--- config.mk ---
export PLATFORM = sky130hd
export DESIGN_NAME = solver_loader
export DESIGN_NICKNAME = d
export VERILOG_FILES = /design/src/rtl/solver_loader.sv
export SDC_FILE = /design/constraint.sdc
export NUM_CORES = 1
export LEC_CHECK = 0
export ABC_CLOCK_PERIOD_IN_PS = 2250
export CAP_MARGIN = 25
export CORE_MARGIN = 1
export CORE_UTILIZATION = 38
export DETAILED_ROUTE_END_ITERATION = 8
export GPL_TIMING_DRIVEN = 0
export PLACE_DENSITY = 0.89
export SETUP_SLACK_MARGIN = 0.3
export SYNTH_ARGS = -nofsm -noshare
export SYNTH_HDL_FRONTEND = slang
export SYNTH_SLANG_ARGS = --single-unit
--- constraint.sdc ---
create_clock -name clock -period 2.25 [get_ports clock]
set_input_delay 0.3375 -clock clock [delete_from_list [all_inputs] [get_ports clock]]
set_output_delay 0.3375 -clock clock [all_outputs]
set_load 0.05 [all_outputs]
--- src/rtl/solver_loader.sv ---
// solver_loader
// Sequences one solver job at a time: accepts a job header, pulses the
// solver reset, writes the limb count and iteration limit, streams the
// operand limbs into the solver, pulses start, waits for the solver to
// finish and holds the iteration count until the consumer takes it.
//
// Ports
//   clock, reset              rising-edge clock, asynchronous active-low reset
//   job_valid/job_ready       job header handshake (job_num_limbs, job_iter_lim)
//   in_valid/in_ready         limb-pair stream (in_real, in_imag), index 0..N-1
//   solver_reset              one-cycle active-high solver reset
//   wr_real_en/wr_imag_en     limb writes at wr_index with real_data/imag_data
//   wr_num_limbs_en           limb-count write (num_limbs_data)
//   wr_iter_lim_en            iteration-limit write (iter_lim_data)
//   start                     one-cycle solver start pulse
//   solver_out_ready          solver done, solver_iterations valid
//   result_valid/result_ready result handshake (result_iterations)
//   busy                      high whenever a job is in progress
module solver_loader #(
    parameter int LIMB_INDEX_BITS = 6,
    parameter int LIMB_SIZE_BITS  = 8,
    parameter int ITER_BITS       = 16
) (
    input  logic                       clock,
    input  logic                       reset,
    input  logic                       job_valid,
    output logic                       job_ready,
    input  logic [LIMB_INDEX_BITS-1:0] job_num_limbs,
    input  logic [ITER_BITS-1:0]       job_iter_lim,
    input  logic                       in_valid,
    output logic                       in_ready,
    input  logic [LIMB_SIZE_BITS-1:0]  in_real,
    input  logic [LIMB_SIZE_BITS-1:0]  in_imag,
    output logic                       solver_reset,
    output logic                       wr_real_en,
    output logic                       wr_imag_en,
    output logic [LIMB_INDEX_BITS-1:0] wr_index,
    output logic [LIMB_SIZE_BITS-1:0]  real_data,
    output logic [LIMB_SIZE_BITS-1:0]  imag_data,
    output logic                       wr_num_limbs_en,
    output logic [LIMB_INDEX_BITS-1:0] num_limbs_data,
    output logic                       wr_iter_lim_en,
    output logic [ITER_BITS-1:0]       iter_lim_data,
    output logic                       start,
    input  logic                       solver_out_ready,
    input  logic [ITER_BITS-1:0]       solver_iterations,
    output logic                       result_valid,
    input  logic                       result_ready,
    output logic [ITER_BITS-1:0]       result_iterations,
    output logic                       busy
);

    typedef enum logic [2:0] {
        IDLE, SRST, CFG, LOAD, START, GAP, WAIT, RESULT
    } state_t;

    localparam logic [LIMB_INDEX_BITS-1:0] ONE_IDX = LIMB_INDEX_BITS'(1);

    state_t                     state_q, state_d;
    logic [LIMB_INDEX_BITS-1:0] cnt_q, cnt_d;
    logic [LIMB_INDEX_BITS-1:0] nlimbs_q, nlimbs_d;
    logic [ITER_BITS-1:0]       iter_q, iter_d;
    logic [ITER_BITS-1:0]       res_q, res_d;

    always_ff @(posedge clock or negedge reset) begin
        if (!reset) begin
            state_q  <= IDLE;
            cnt_q    <= '0;
            nlimbs_q <= '0;
            iter_q   <= '0;
            res_q    <= '0;
        end else begin
            state_q  <= state_d;
            cnt_q    <= cnt_d;
            nlimbs_q <= nlimbs_d;
            iter_q   <= iter_d;
            res_q    <= res_d;
        end
    end

    // Job fields and the captured result are exposed straight from their
    // registers; everything else is a decode of the current state.
    assign num_limbs_data    = nlimbs_q;
    assign iter_lim_data     = iter_q;
    assign result_iterations = res_q;
    assign busy              = (state_q != IDLE);

    always_comb begin
        state_d         = state_q;
        cnt_d           = cnt_q;
        nlimbs_d        = nlimbs_q;
        iter_d          = iter_q;
        res_d           = res_q;
        job_ready       = 1'b0;
        in_ready        = 1'b0;
        solver_reset    = 1'b0;
        wr_real_en      = 1'b0;
        wr_imag_en      = 1'b0;
        wr_index        = '0;
        real_data       = '0;
        imag_data       = '0;
        wr_num_limbs_en = 1'b0;
        wr_iter_lim_en  = 1'b0;
        start           = 1'b0;
        result_valid    = 1'b0;

        unique case (state_q)
            IDLE: begin
                job_ready = 1'b1;
                if (job_valid) begin
                    nlimbs_d = job_num_limbs;
                    iter_d   = job_iter_lim;
                    cnt_d    = '0;
                    state_d  = SRST;
                end
            end
            SRST: begin
                solver_reset = 1'b1;
                state_d      = CFG;
            end
            CFG: begin
                wr_num_limbs_en = 1'b1;
                wr_iter_lim_en  = 1'b1;
                // An empty operand has nothing to stream.
                state_d = (nlimbs_q == '0) ? START : LOAD;
            end
            LOAD: begin
                in_ready   = 1'b1;
                wr_real_en = in_valid;
                wr_imag_en = in_valid;
                wr_index   = cnt_q;
                real_data  = in_real;
                imag_data  = in_imag;
                if (in_valid) begin
                    cnt_d = cnt_q + ONE_IDX;
                    if (cnt_q == nlimbs_q - ONE_IDX) begin
                        state_d = START;
                    end
                end
            end
            START: begin
                start   = 1'b1;
                state_d = GAP;
            end
            // The solver may still show a stale done flag right after start.
            GAP: begin
                state_d = WAIT;
            end
            WAIT: begin
                if (solver_out_ready) begin
                    res_d   = solver_iterations;
                    state_d = RESULT;
                end
            end
            RESULT: begin
                result_valid = 1'b1;
                if (result_ready) begin
                    state_d = IDLE;
                end
            end
            default: begin
                state_d = IDLE;
            end
        endcase
    end

endmodule

* Yosys cells after proc, flatten, opt, wreduce, memory -nomap -nowiden *
Cells that the tools add are included.

word-level totals
  register bits = 47
  input bits = 60

cells by class
  add/subtract/negate cells = 2
  muxes and demuxes = 20
  reduce and logical (&&, ||, !) cells = 8
  equal/unequal tests = 13

operator list
  cell                                                                    count
  3-bit case mux with 8 select lines                                      1
  3-bit 2-to-1 mux                                                        6
  6-bit 2-to-1 mux                                                        3
  8-bit 2-to-1 mux                                                        2
  3-bit equality test (second input constant)                             4
  6-bit case mux with 2 select lines                                      1
  2-bit inequality test (second input constant)                           5
  1-bit 2-to-1 mux                                                        7
  6-bit by 1-bit adder with 6-bit output (second input constant)          1
  3-bit by 2-bit equality test with 1-bit output (second input constant)  2
  6-bit equality test                                                     1
  6-bit zero test                                                         1
  6-bit by 1-bit subtractor with 6-bit output (second input constant)     1
  5-bit AND reduction                                                     1
  2-bit AND reduction                                                     2
  3-bit by 1-bit equality test with 1-bit output (second input constant)  1
  3-bit zero test                                                         1
  3-bit AND reduction                                                     1
  3-bit nonzero test                                                      1
  2-bit nonzero test                                                      1

* Longest topological paths before layout *
  depth after elaboration = 5
  gate-level depth with buffers = 7
  depth with buffers taken out = 7

* Least setup slack after synthesis *
Ideal clock, no wire load.

  path type = register to output
  start = reg state_q[2]
  end = out real_data[3]
  stages on the path, launching flop included = 5
  required time = 1.913 ns
  arrival time = 1.847 ns
  path buffers = 2
  slack = 0.065 ns
  path through = dfrtp_1 and3b_1 buf_2 clkbuf_1 and2_1

on the way
  longest elaborated chain between the ends = 2

RTL lines
  what                                            RTL line  RTL
  from (decl)                                     59        state_t state_q, state_d;
  from (signal assigned)                          73        state_q <= state_d;
  3-bit by 2-bit equality test with 1-bit output  107       unique case (state_q)
  8-bit 2-to-1 mux                                107
  to (decl)                                       38        output logic [LIMB_SIZE_BITS-1:0] real_data,

No other way between the ends.

* Final worst setup path *
  start = reg state_q[2]
  end = out imag_data[0]

on the way
  longest elaborated chain between the ends = 2

RTL lines
  what                                            RTL line  RTL
  3-bit by 2-bit equality test with 1-bit output  107
  8-bit 2-to-1 mux                                107
  to (decl)                                       39        output logic [LIMB_SIZE_BITS-1:0] imag_data,

No other way between the ends.

==> flow_summary_export.csv <==
group,metric,value,unit
critical_path,critPathKind,"reg -> out",
power_and_ir_drop,p_per_area,1641,nW/µm²
layout,final_area,3846,µm²
run_status,outcome,"finished, final reports clean",
critical_path,crit_family,"buffers and inverters",
detailed_routing,num_vias,1979,
layout,layout.nets,397,
grt,grt_max_degree,38,
floorplan,die_h,79.86,µm
floorplan,dieWidth,79.86,µm
yosys,syn_inst,193,
placed_design,dp_hpwl,4784,µm
grt,grt_usage,19.86,%
floorplan,dieArea,6377,µm²
clock_network,numClockSinks,47,
yosys,ys_seq_elements,47,
floorplan,io_pins,130,
placed_design,portBuffers,129,
clock_network,clockBufferDepth,2,
layout,num_antenna_cells,0,
floorplan,core-area,5675,µm²
yosys,synth-warning-count,0,
detailed_routing,first_pass_iters,3,
critical_path,slowest_delay,0.42,ns
detailed_routing,wl,6147,µm
timing,fin_skew,0.006627,ns
critical_path,worstSetupStartpointType,"register",
critical_path,cp-end-kind,"primary output",
timing,setup_viol,0,
timing,slew_headroom,64.85,%
placed_design,gp_congestion,0.7227,
critical_path,cp.arrival,1.57,ns
detailed_routing,ant_nets,0,
yosys,yosysSeqAreaShare,51.06,%
timing,fin_crit_sh,84.58,%
timing,hold_ws,0.4698,ns
placed_design,dpl-instance-area,3716,µm²
clock_network,cts_tree,"yes",
layout,register_area,1179,µm²
critical_path,crit_chain,"and3b_1 -> buf_6 -> buf_4 -> and2_1 -> buf_6",
run,maxCapViolations,0,
power_and_ir_drop,peakVddDrop,1.039,mV
floorplan,rows,27,
timing,clock.fmax,525.5,MHz
grt,grt_pass1_wl,9694,µm
grt,first_global_vias,2111,
layout,drive_above_1_share,31.94,%
min_path,hp-class,"in -> async",
critical_path,critPathMaxFanout,10,
clock_network,clock_latency,0.29,ns
critical_path,regToRegSetupSlack,0.45,ns
timing,finalMaxSlewViolations,0,
timing,hold_viol,0,
timing,rsz0062_at_grt,"yes",
layout,area_growth,66.97,%
layout,multiInputGateArea,1047,µm²
power_and_ir_drop,leakagePower,1.738,nW
critical_path,required,1.91,ns
detailed_routing,drc_errors,0,
timing,worstMarginPinSlew,0.5264,ns
clock_network,htreeDepth,2,
detailed_routing,wl_per_cell,15.10,µm
clock_network,clk_pin_slew,0.09,ns
critical_path,r2r_cells,7,
clock_network,root_buffer,"clkbuf_8",
power_and_ir_drop,p_total,6.312,mW
yosys,synth_area,2303,µm²
grt,grt_overflow,0,
critical_path,r2r-end,"state_q[0]",
critical_path,reg2reg_from,"num_limbs_data[0]",
critical_path,worst-path-buf-inv,3,
yosys,synth_cell_types,37,
critical_path,slowest_stage,"dfrtp_1",
yosys,avgSynthCellArea,11.94,µm²
grt,antenna_found_initial,0,
clock_network,numCtsBuffers,5,
timing,fin_crit,1.903,ns
floorplan,start_util,40.59,%
yosys,synthesis.nets,255,
detailed_routing,avgViaCountPerCell,4.862,
layout,num-fill-cells,473,
detailed_routing,drt_iter0_drc,65,
critical_path,critPathMostFrequentCell,"buf_6",
-- cell usage after synthesis --
library cell | n | share of area [%]
and2_4 | 1 | 0.38
and3b_1 | 1 | 0.38
a22o_1 | 1 | 0.38
nor3b_1 | 1 | 0.33
nor2b_2 | 1 | 0.38
dfrtp_1 | 47 | 51
clkbuf_1 | 4 | 0.65
o221ai_1 | 1 | 0.38
nand3_1 | 2 | 0.43
nand2_1 | 7 | 1.1
buf_8 | 2 | 1.3
nor3_1 | 4 | 0.87
buf_4 | 3 | 0.98
or3_4 | 1 | 0.49
xor2_1 | 7 | 2.7
and3_1 | 4 | 1.1
ha_1 | 2 | 1.1
nand2b_1 | 3 | 0.81
o31a_1 | 2 | 0.76
nand3_2 | 1 | 0.43
buf_2 | 4 | 0.87
nand4_1 | 3 | 0.81
nor2b_1 | 1 | 0.27
o21a_1 | 2 | 0.65
o211ai_1 | 1 | 0.33
a21oi_1 | 3 | 0.65
o21ai_0 | 3 | 0.65
mux2_4 | 2 | 1.3
xnor2_1 | 4 | 1.5
mux2_2 | 35 | 17
a211oi_1 | 1 | 0.33
and2_1 | 23 | 6.2
inv_1 | 4 | 0.65
nor4_2 | 1 | 0.54
nor2_1 | 9 | 1.5
inv_2 | 1 | 0.16
o211a_1 | 1 | 0.43
-- routing by layer --
metal / up-vias / track usage, % / share of wire [%]
li1: 939 / - / -
met1: 940 / 18.20 / 34
met2: 92 / 39.23 / 54
met3: 8 / 8.114 / 11
met4: 0 / 5.714 / 1.2
met5: - / 0 / 0
-- metrics by stage --
step                      instances  setup TNS (ns)  utilization, %  worst slack (ns)
final                           407               0           67.77            0.3469
after detailed placement        395          -2.337           65.48           -0.1979
after CTS                       404               0           67.20            0.2107
after global routing            407               0           67.77            0.2887
after global placement          394          -24.63           65.21           -0.6546
after floorplan                 193               0               -            0.3234
-- cells by family after synthesis --
group | share of synthesized area (%)
multiplexers | 18.41
adder cells (fa/ha/maj) | 1.086
AO/OA/AOI/OAI | 4.563
XOR/XNOR | 4.182
buffers and inverters | 4.617
AND/OR/NAND/NOR | 16.08
flip-flops | 51.06
-- registers in the layout, summed over array words and instances, names as in the netlist --
register and count:
iter_lim_data 16, result_iterations 16, cnt_q 6, num_limbs_data 6, state_q 3
-- area by class of cell --
class	instances	share of cell area [%]
Timing Repair Buffer	135	33.99
Sequential cell	47	30.64
Multi-Input combinational cell	128	27.23
Buffer	13	3.025
Tap cell	72	2.342
Clock buffer	6	2.147
Inverter	5	0.4880
Clock inverter	1	0.1301
-- layout by cell type (no fill, tap or decap), types with 4 or more instances in the layout --
cell             netlist  layout
dfrtp_1               47      45
inv_1                  4       4
xnor2_1                4       4
clkdlybuf4s50_1        0      93
buf_4                  3      21
clkbuf_8               0       7
buf_6                  0       9
mux2_2                35      35
xor2_1                 7       7
and2_1                23      21
nand2_1                7       7
and3_1                 4       4
buf_2                  4       8
nor2_1                 9       9
-- what timing repair did --
action                                 4_1_cts  5_1_grt
setup buffers                                1        3
endpoints found under the hold margin       10        0
hold buffers                                 1        0
resized for setup                          175       22
setup endpoints to repair                   33       29
-- power by group --
group,internal [mW],switching [mW]
logic,1.62,2.65
clock network,0.242,0.271
registers,1.24,0.289
total,3.11,3.21
-- how the worst max path moves through the flow --
stage	startpoint	end	slack [ns]	cells past startpoint
finish	state_q[2]	imag_data[0]	0.35	5
global route	state_q[2]	wr_real_en	0.29	6
CTS	state_q[2]	imag_data[0]	0.21	5
detailed placement	state_q[2]	imag_data[0]	-0.20	5
global placement	reset	num_limbs_data[1]	-0.65	1
floorplan	state_q[0]	num_limbs_data[3]	0.32	6
(Power assumes the default switching activity.)
